--- src/rtl/uart_pkg.sv ---
// Shared UART definitions: scheduler state encoding and frame timing constants.
package uart_pkg;

  typedef enum logic [1:0] {
    IDLE      = 2'd0,
    SEND      = 2'd1,
    WAIT_ACK  = 2'd2,
    WAIT_DONE = 2'd3
  } state_t;

  localparam int BIT_CYCLES = 5000;
  localparam int FRAME_BITS = 10;
  localparam int DATA_W     = 8;

endpackage

--- src/rtl/uart_tx_sched_rr_pick.sv ---
// Round-robin picker: first asserted request searching upward from ptr, with wrap.
module rr_pick #(
  parameter int NUM_REQ = 4,
  parameter int PTR_W   = 2
) (
  input  logic [NUM_REQ-1:0] req,
  input  logic [PTR_W-1:0]   ptr,
  output logic [NUM_REQ-1:0] winner,
  output logic [PTR_W-1:0]   winner_idx,
  output logic               found
);

  always_comb begin
    int j;
    j          = 0;
    winner     = '0;
    winner_idx = '0;
    found      = 1'b0;
    for (int k = 0; k < NUM_REQ; k++) begin
      j = int'(ptr) + k;
      if (j >= NUM_REQ) j = j - NUM_REQ;
      if (!found && req[j]) begin
        found      = 1'b1;
        winner[j]  = 1'b1;
        winner_idx = j[PTR_W-1:0];
      end
    end
  end

endmodule

--- src/rtl/uart_tx_sched.sv ---
// Packet-level round-robin scheduler sharing one UART transmitter between
// NUM_REQ byte streams, with a watchdog that revokes a stalled grant.
module uart_tx_sched #(
  parameter int NUM_REQ      = 4,
  parameter int DATA_W       = 8,
  parameter int STALL_CYCLES = 100000
) (
  input  logic                      clk,
  input  logic                      res,
  input  logic [NUM_REQ-1:0]        req_valid,
  input  logic [NUM_REQ*DATA_W-1:0] req_data,
  input  logic [NUM_REQ-1:0]        req_last,
  output logic [NUM_REQ-1:0]        req_ready,
  output logic [NUM_REQ-1:0]        grant,
  output logic [DATA_W-1:0]         tx_data,
  output logic                      tx_start,
  input  logic                      tx_busy,
  output logic                      abort,
  output logic                      idle
);
  import uart_pkg::*;

  localparam int PW   = (NUM_REQ > 1) ? $clog2(NUM_REQ) : 1;
  localparam int WD_W = $clog2(STALL_CYCLES);
  localparam logic [WD_W-1:0] WD_LIMIT = WD_W'(STALL_CYCLES - 1);

  state_t              state_q, state_d;
  logic [NUM_REQ-1:0]  grant_q;
  logic [PW-1:0]       owner_q, rr_ptr_q;
  logic [WD_W-1:0]     wd_q;
  logic                last_q;
  logic [DATA_W-1:0]   tx_data_q;
  logic                tx_start_q, abort_q;

  logic [NUM_REQ-1:0]  pick_onehot;
  logic [PW-1:0]       pick_idx;
  logic                pick_found;
  logic                accept, stall, release_grant;

  function automatic logic [PW-1:0] wrap_inc(input logic [PW-1:0] p);
    if (int'(p) == NUM_REQ - 1) return '0;
    return p + PW'(1);
  endfunction

  rr_pick #(.NUM_REQ(NUM_REQ), .PTR_W(PW)) u_pick (
    .req        (req_valid),
    .ptr        (rr_ptr_q),
    .winner     (pick_onehot),
    .winner_idx (pick_idx),
    .found      (pick_found)
  );

  always_comb begin
    req_ready = '0;
    if (state_q == SEND && !tx_busy) req_ready[owner_q] = 1'b1;
  end

  assign accept        = (state_q == SEND) && !tx_busy && req_valid[owner_q];
  // Watchdog only runs while the owner is expected to offer a byte.
  assign stall         = (state_q == SEND) && !accept && (wd_q == WD_LIMIT);
  assign release_grant = (state_q == WAIT_DONE) && !tx_busy && last_q;

  always_comb begin
    state_d = state_q;
    case (state_q)
      IDLE:      if (pick_found) state_d = SEND;
      SEND: begin
        if (accept)     state_d = WAIT_ACK;
        else if (stall) state_d = IDLE;
      end
      WAIT_ACK:  if (tx_busy) state_d = WAIT_DONE;
      WAIT_DONE: if (!tx_busy) state_d = last_q ? IDLE : SEND;
      default:   state_d = IDLE;
    endcase
  end

  always_ff @(posedge clk) begin
    if (res) begin
      state_q    <= IDLE;
      grant_q    <= '0;
      owner_q    <= '0;
      rr_ptr_q   <= '0;
      wd_q       <= '0;
      last_q     <= 1'b0;
      tx_data_q  <= '0;
      tx_start_q <= 1'b0;
      abort_q    <= 1'b0;
    end else begin
      state_q    <= state_d;
      tx_start_q <= accept;
      abort_q    <= stall;
      if (state_q == IDLE && pick_found) begin
        grant_q <= pick_onehot;
        owner_q <= pick_idx;
      end
      if (stall || release_grant) begin
        grant_q  <= '0;
        rr_ptr_q <= wrap_inc(owner_q);
      end
      if (accept) begin
        tx_data_q <= req_data[int'(owner_q)*DATA_W +: DATA_W];
        last_q    <= req_last[owner_q];
      end
      // Count resets on every entry to SEND and saturates rather than wrapping.
      if (state_q != SEND || accept) wd_q <= '0;
      else if (wd_q != '1)           wd_q <= wd_q + WD_W'(1);
    end
  end

  assign grant    = grant_q;
  assign tx_data  = tx_data_q;
  assign tx_start = tx_start_q;
  assign abort    = abort_q;
  assign idle     = (state_q == IDLE);

endmodule

--- config.mk ---
export PLATFORM = sky130hd
export DESIGN_NAME = uart_tx_sched
export DESIGN_NICKNAME = d
export VERILOG_FILES = /design/src/rtl/uart_pkg.sv /design/src/rtl/uart_tx_sched_rr_pick.sv /design/src/rtl/uart_tx_sched.sv
export SDC_FILE = /design/constraint.sdc
export NUM_CORES = 1
export LEC_CHECK = 0
export ABC_CLOCK_PERIOD_IN_PS = 3570
export BUFFER_PORTS_ARGS = -buffer_cell sky130_fd_sc_hd__buf_2
export CAP_MARGIN = 5
export CELL_PAD_IN_SITES_DETAIL_PLACEMENT = 1
export CELL_PAD_IN_SITES_GLOBAL_PLACEMENT = 1
export CORE_AREA = 2 2 63 124
export DETAILED_ROUTE_END_ITERATION = 7
export DIE_AREA = 0 0 65 126
export GPL_ROUTABILITY_DRIVEN = 0
export GPL_TIMING_DRIVEN = 0
export PLACE_DENSITY = 0.8
export SETUP_SLACK_MARGIN = 0.05
export SKIP_CTS_REPAIR_TIMING = 1
export SYNTH_ARGS = -nofsm -noshare
export SYNTH_HDL_FRONTEND = slang
export SYNTH_HIERARCHICAL = 1
export SYNTH_SLANG_ARGS = --single-unit
--- constraint.sdc ---
create_clock -name clk -period 3.57 [get_ports clk]
set_input_delay 0.357 -clock clk [delete_from_list [all_inputs] [get_ports clk]]
set_output_delay 0.357 -clock clk [all_outputs]
set_load 0.01 [all_outputs]
==> results.json <==
{
  "power_mw": 1.12,
  "wl_per_cell_um": 15.6,
  "syn_area_um2": 2440,
  "portBuffers": 60,
  "yosysUniqueCellTypes": 52,
  "post-route-period-util_pct": 83.7,
  "cts_sinks": 38,
  "start_util_pct": 33.9,
  "hpwl_um": 4990,
  "final_common_cell": "buf_2",
  "crit_path_start_kind": "flop",
  "track_usage_pct": 17.1,
  "synth_cells": 249,
  "syn2layout_area_growth_pct": 23.8,
  "p_leak_nw": 1.27,
  "num_vias": 2182,
  "grt_antenna_before_repair": 0,
  "rsz0062_at_grt": "false",
  "hp-start": "res",
  "ir_worst_vdd_uv": 259,
  "grt_pass1_wl_um": 11000,
  "endpoint_kind": "flop",
  "finalClockSkew_ns": 0.00328,
  "cts_made_buffers": 5,
  "synth.area.top_cells": "dfxtp_1 (31%), mux4_2 (10%), ha_1 (7.2%)",
  "ys_ff_latch": 38,
  "hold_path.class": "input pin to flop",
  "cts.path.max_buffers": 2,
  "use_met1_pct": 15.3,
  "ant_nets": 0,
  "async_flop_share_pct": 0,
  "drc": 0,
  "syn_avg_cell_area_um2": 9.81,
  "final.setup.tns_ns": 0,
  "final_util_pct": 41.9,
  "num-fill-cells": 822,
  "cts_tree": "built",
  "core.rowCount": 44,
  "drt_first_pass_iters": 5,
  "fmax_ghz": 0.335,
  "yosysSeqAreaShare_pct": 31.1,
  "cts_root_buffer": "clkbuf_16",
  "first_global_vias": 2464,
  "clock_latency_ns": 0.28,
  "fp.coreArea_um2": 7210,
  "ys.flop_type": "dfxtp_1",
  "cp.arrival_ns": 3.14,
  "cts.clk_slew.worst_paths_ns": 0.06,
  "required_ns": 3.72,
  "hold_viol": 0,
  "dieWidth_um": 65,
  "power-per-cell-area_nw_per_um2": 371,
  "hold_end": "tx_data[2]",
  "setup_viol": 0,
  "worst_slew_pin_slew_ns": 0.649,
  "gr-total-overflow": 0,
  "htreeDepth": 2,
  "met3_usage_pct": 2.68,
  "ff2ff_setup_slack_ns": 0.58,
  "fin_crit_ns": 2.99,
  "synth_nets": 306,
  "io_pins": 62,
  "drive_gt1_share_pct": 30.0,
  "use_met2_pct": 34.3,
  "cap_violations": 0,
  "rr_worst_depth": 10,
  "hold_slack_ns": 0.452,
  "synth_top_area_share_pct": 31.1,
  "antennaDiodeCount": 0,
  "dieArea_um2": 8190,
  "yosysWarnings": 6,
  "critical_path_class": "flop to flop",
  "routed_via_density": 5.33,
  "synth_edf_count": 0,
  "busiest_layer": "met2",
  "min_path_cells": 2,
  "maxSlewViolCount": 0,
  "final_cell_mix": "buf_2 (62), nor2_1 (38), dfxtp_1 (38)",
  "maxSlewHeadroom_pct": 56.7,
  "status": "finished clean",
  "r2r-start": "rr_ptr_q[1]",
  "grt_max_degree": 13,
  "drt-initial-drc-count": 46,
  "reg2reg_to": "state_q[0]",
  "routed_wl_um": 6380,
  "nets": 373,
  "synth_top_cell_by_area": "dfxtp_1",
  "die_h_um": 126,
  "path_max_fanout": 11
}
worst max path at each step:
stage | start | end | slack (ns) | cells after the start
after floorplan | rr_ptr_q[0] | state_q[0] | 1.13 | 11
after global placement | rr_ptr_q[1] | state_q[0] | 0.73 | 10
after detailed placement | rr_ptr_q[1] | state_q[0] | 0.67 | 10
after CTS | rr_ptr_q[1] | state_q[0] | 0.53 | 10
after global routing | rr_ptr_q[1] | state_q[0] | 0.27 | 10
final | rr_ptr_q[1] | state_q[0] | 0.58 | 10
synthesized netlist by cell type, types with 3 or more instances:
master and n:
nand4_1 3, inv_1 11, mux4_2 11, xnor2_1 9, dfxtp_1 38, xor2_1 4
nor3b_1 3, o21ai_0 8, ha_1 14, nand2_1 9, a22oi_1 8, a21oi_1 7
nor3_1 5, buf_6 3, nor2_1 38, mux2i_1 16, nand3_1 4, and2_1 4
mux4_1 3, clkbuf_1 5, nor4_1 6
layer usage:
metal	vias up	wire, um
met2	65	3810
met5	-	0
met3	18	212
met1	1055	2140
met4	0	211
li1	1044	-
area by class of cell:
type	count	area, um2	share of cell area (%)
clock buffers	5	125	4.14
repair buffers	60	300	9.93
multi-input cells	188	1570	51.8
well taps	92	115	3.81
flip-flops and latches	38	761	25.2
clock inverters	3	40.0	1.32
inverters	11	41.3	1.37
plain buffers	12	73.8	2.44
power by group:
group | total, mW | switching (mW) | internal [mW]
combinational | 0.169 | 0.0865 | 0.0824
sequential | 0.449 | 0.0117 | 0.437
clock | 0.503 | 0.177 | 0.327
total | 1.12 | 0.275 | 0.846
worst max-delay path, cell delays in order (launching register included):
cell	delay [ns]
dfxtp_1	0.56
inv_1	0.20
ha_1	0.41
mux4_2	0.33
buf_6	0.16
nor3_1	0.25
nand2b_1	0.10
nor3b_1	0.14
buf_1	0.28
a221oi_1	0.31
nor2_1	0.09
state kept, by name, indices dropped and copies added (netlist names), named ones only:
name / cells
abort: 1
owner_q: 2
rr_ptr_q: 2
state_q: 1
last_q: 1
tx_start: 1
grant: 4
wd_q: 17
tx_data: 8
metrics by stage:
| stage | setup WS [ns] | cells | cell area (um2) |
|---|---|---|---|
| final | 0.581 | 409 | 3020 |
| after global routing | 0.274 | 409 | 3020 |
| after CTS | 0.533 | 409 | 3020 |
| after detailed placement | 0.672 | 401 | 2860 |
| after global placement | 0.728 | 401 | 2860 |
| after floorplan | 1.13 | 249 | 2440 |
cell families (layout without fill, tap and decap cells):
group	Yosys count	after routing	share of synthesized area, %
and+or+nand+nor	94	94	21.5
DFF	38	38	31.1
AOI/OAI and AO/OA	34	34	9.48
muxes	33	33	21.3
buffers and inverters	23	91	4.71
adders and majority gates	14	14	7.17
xor gates and xnor gates	13	13	4.66
(Power assumes the default switching activity.)
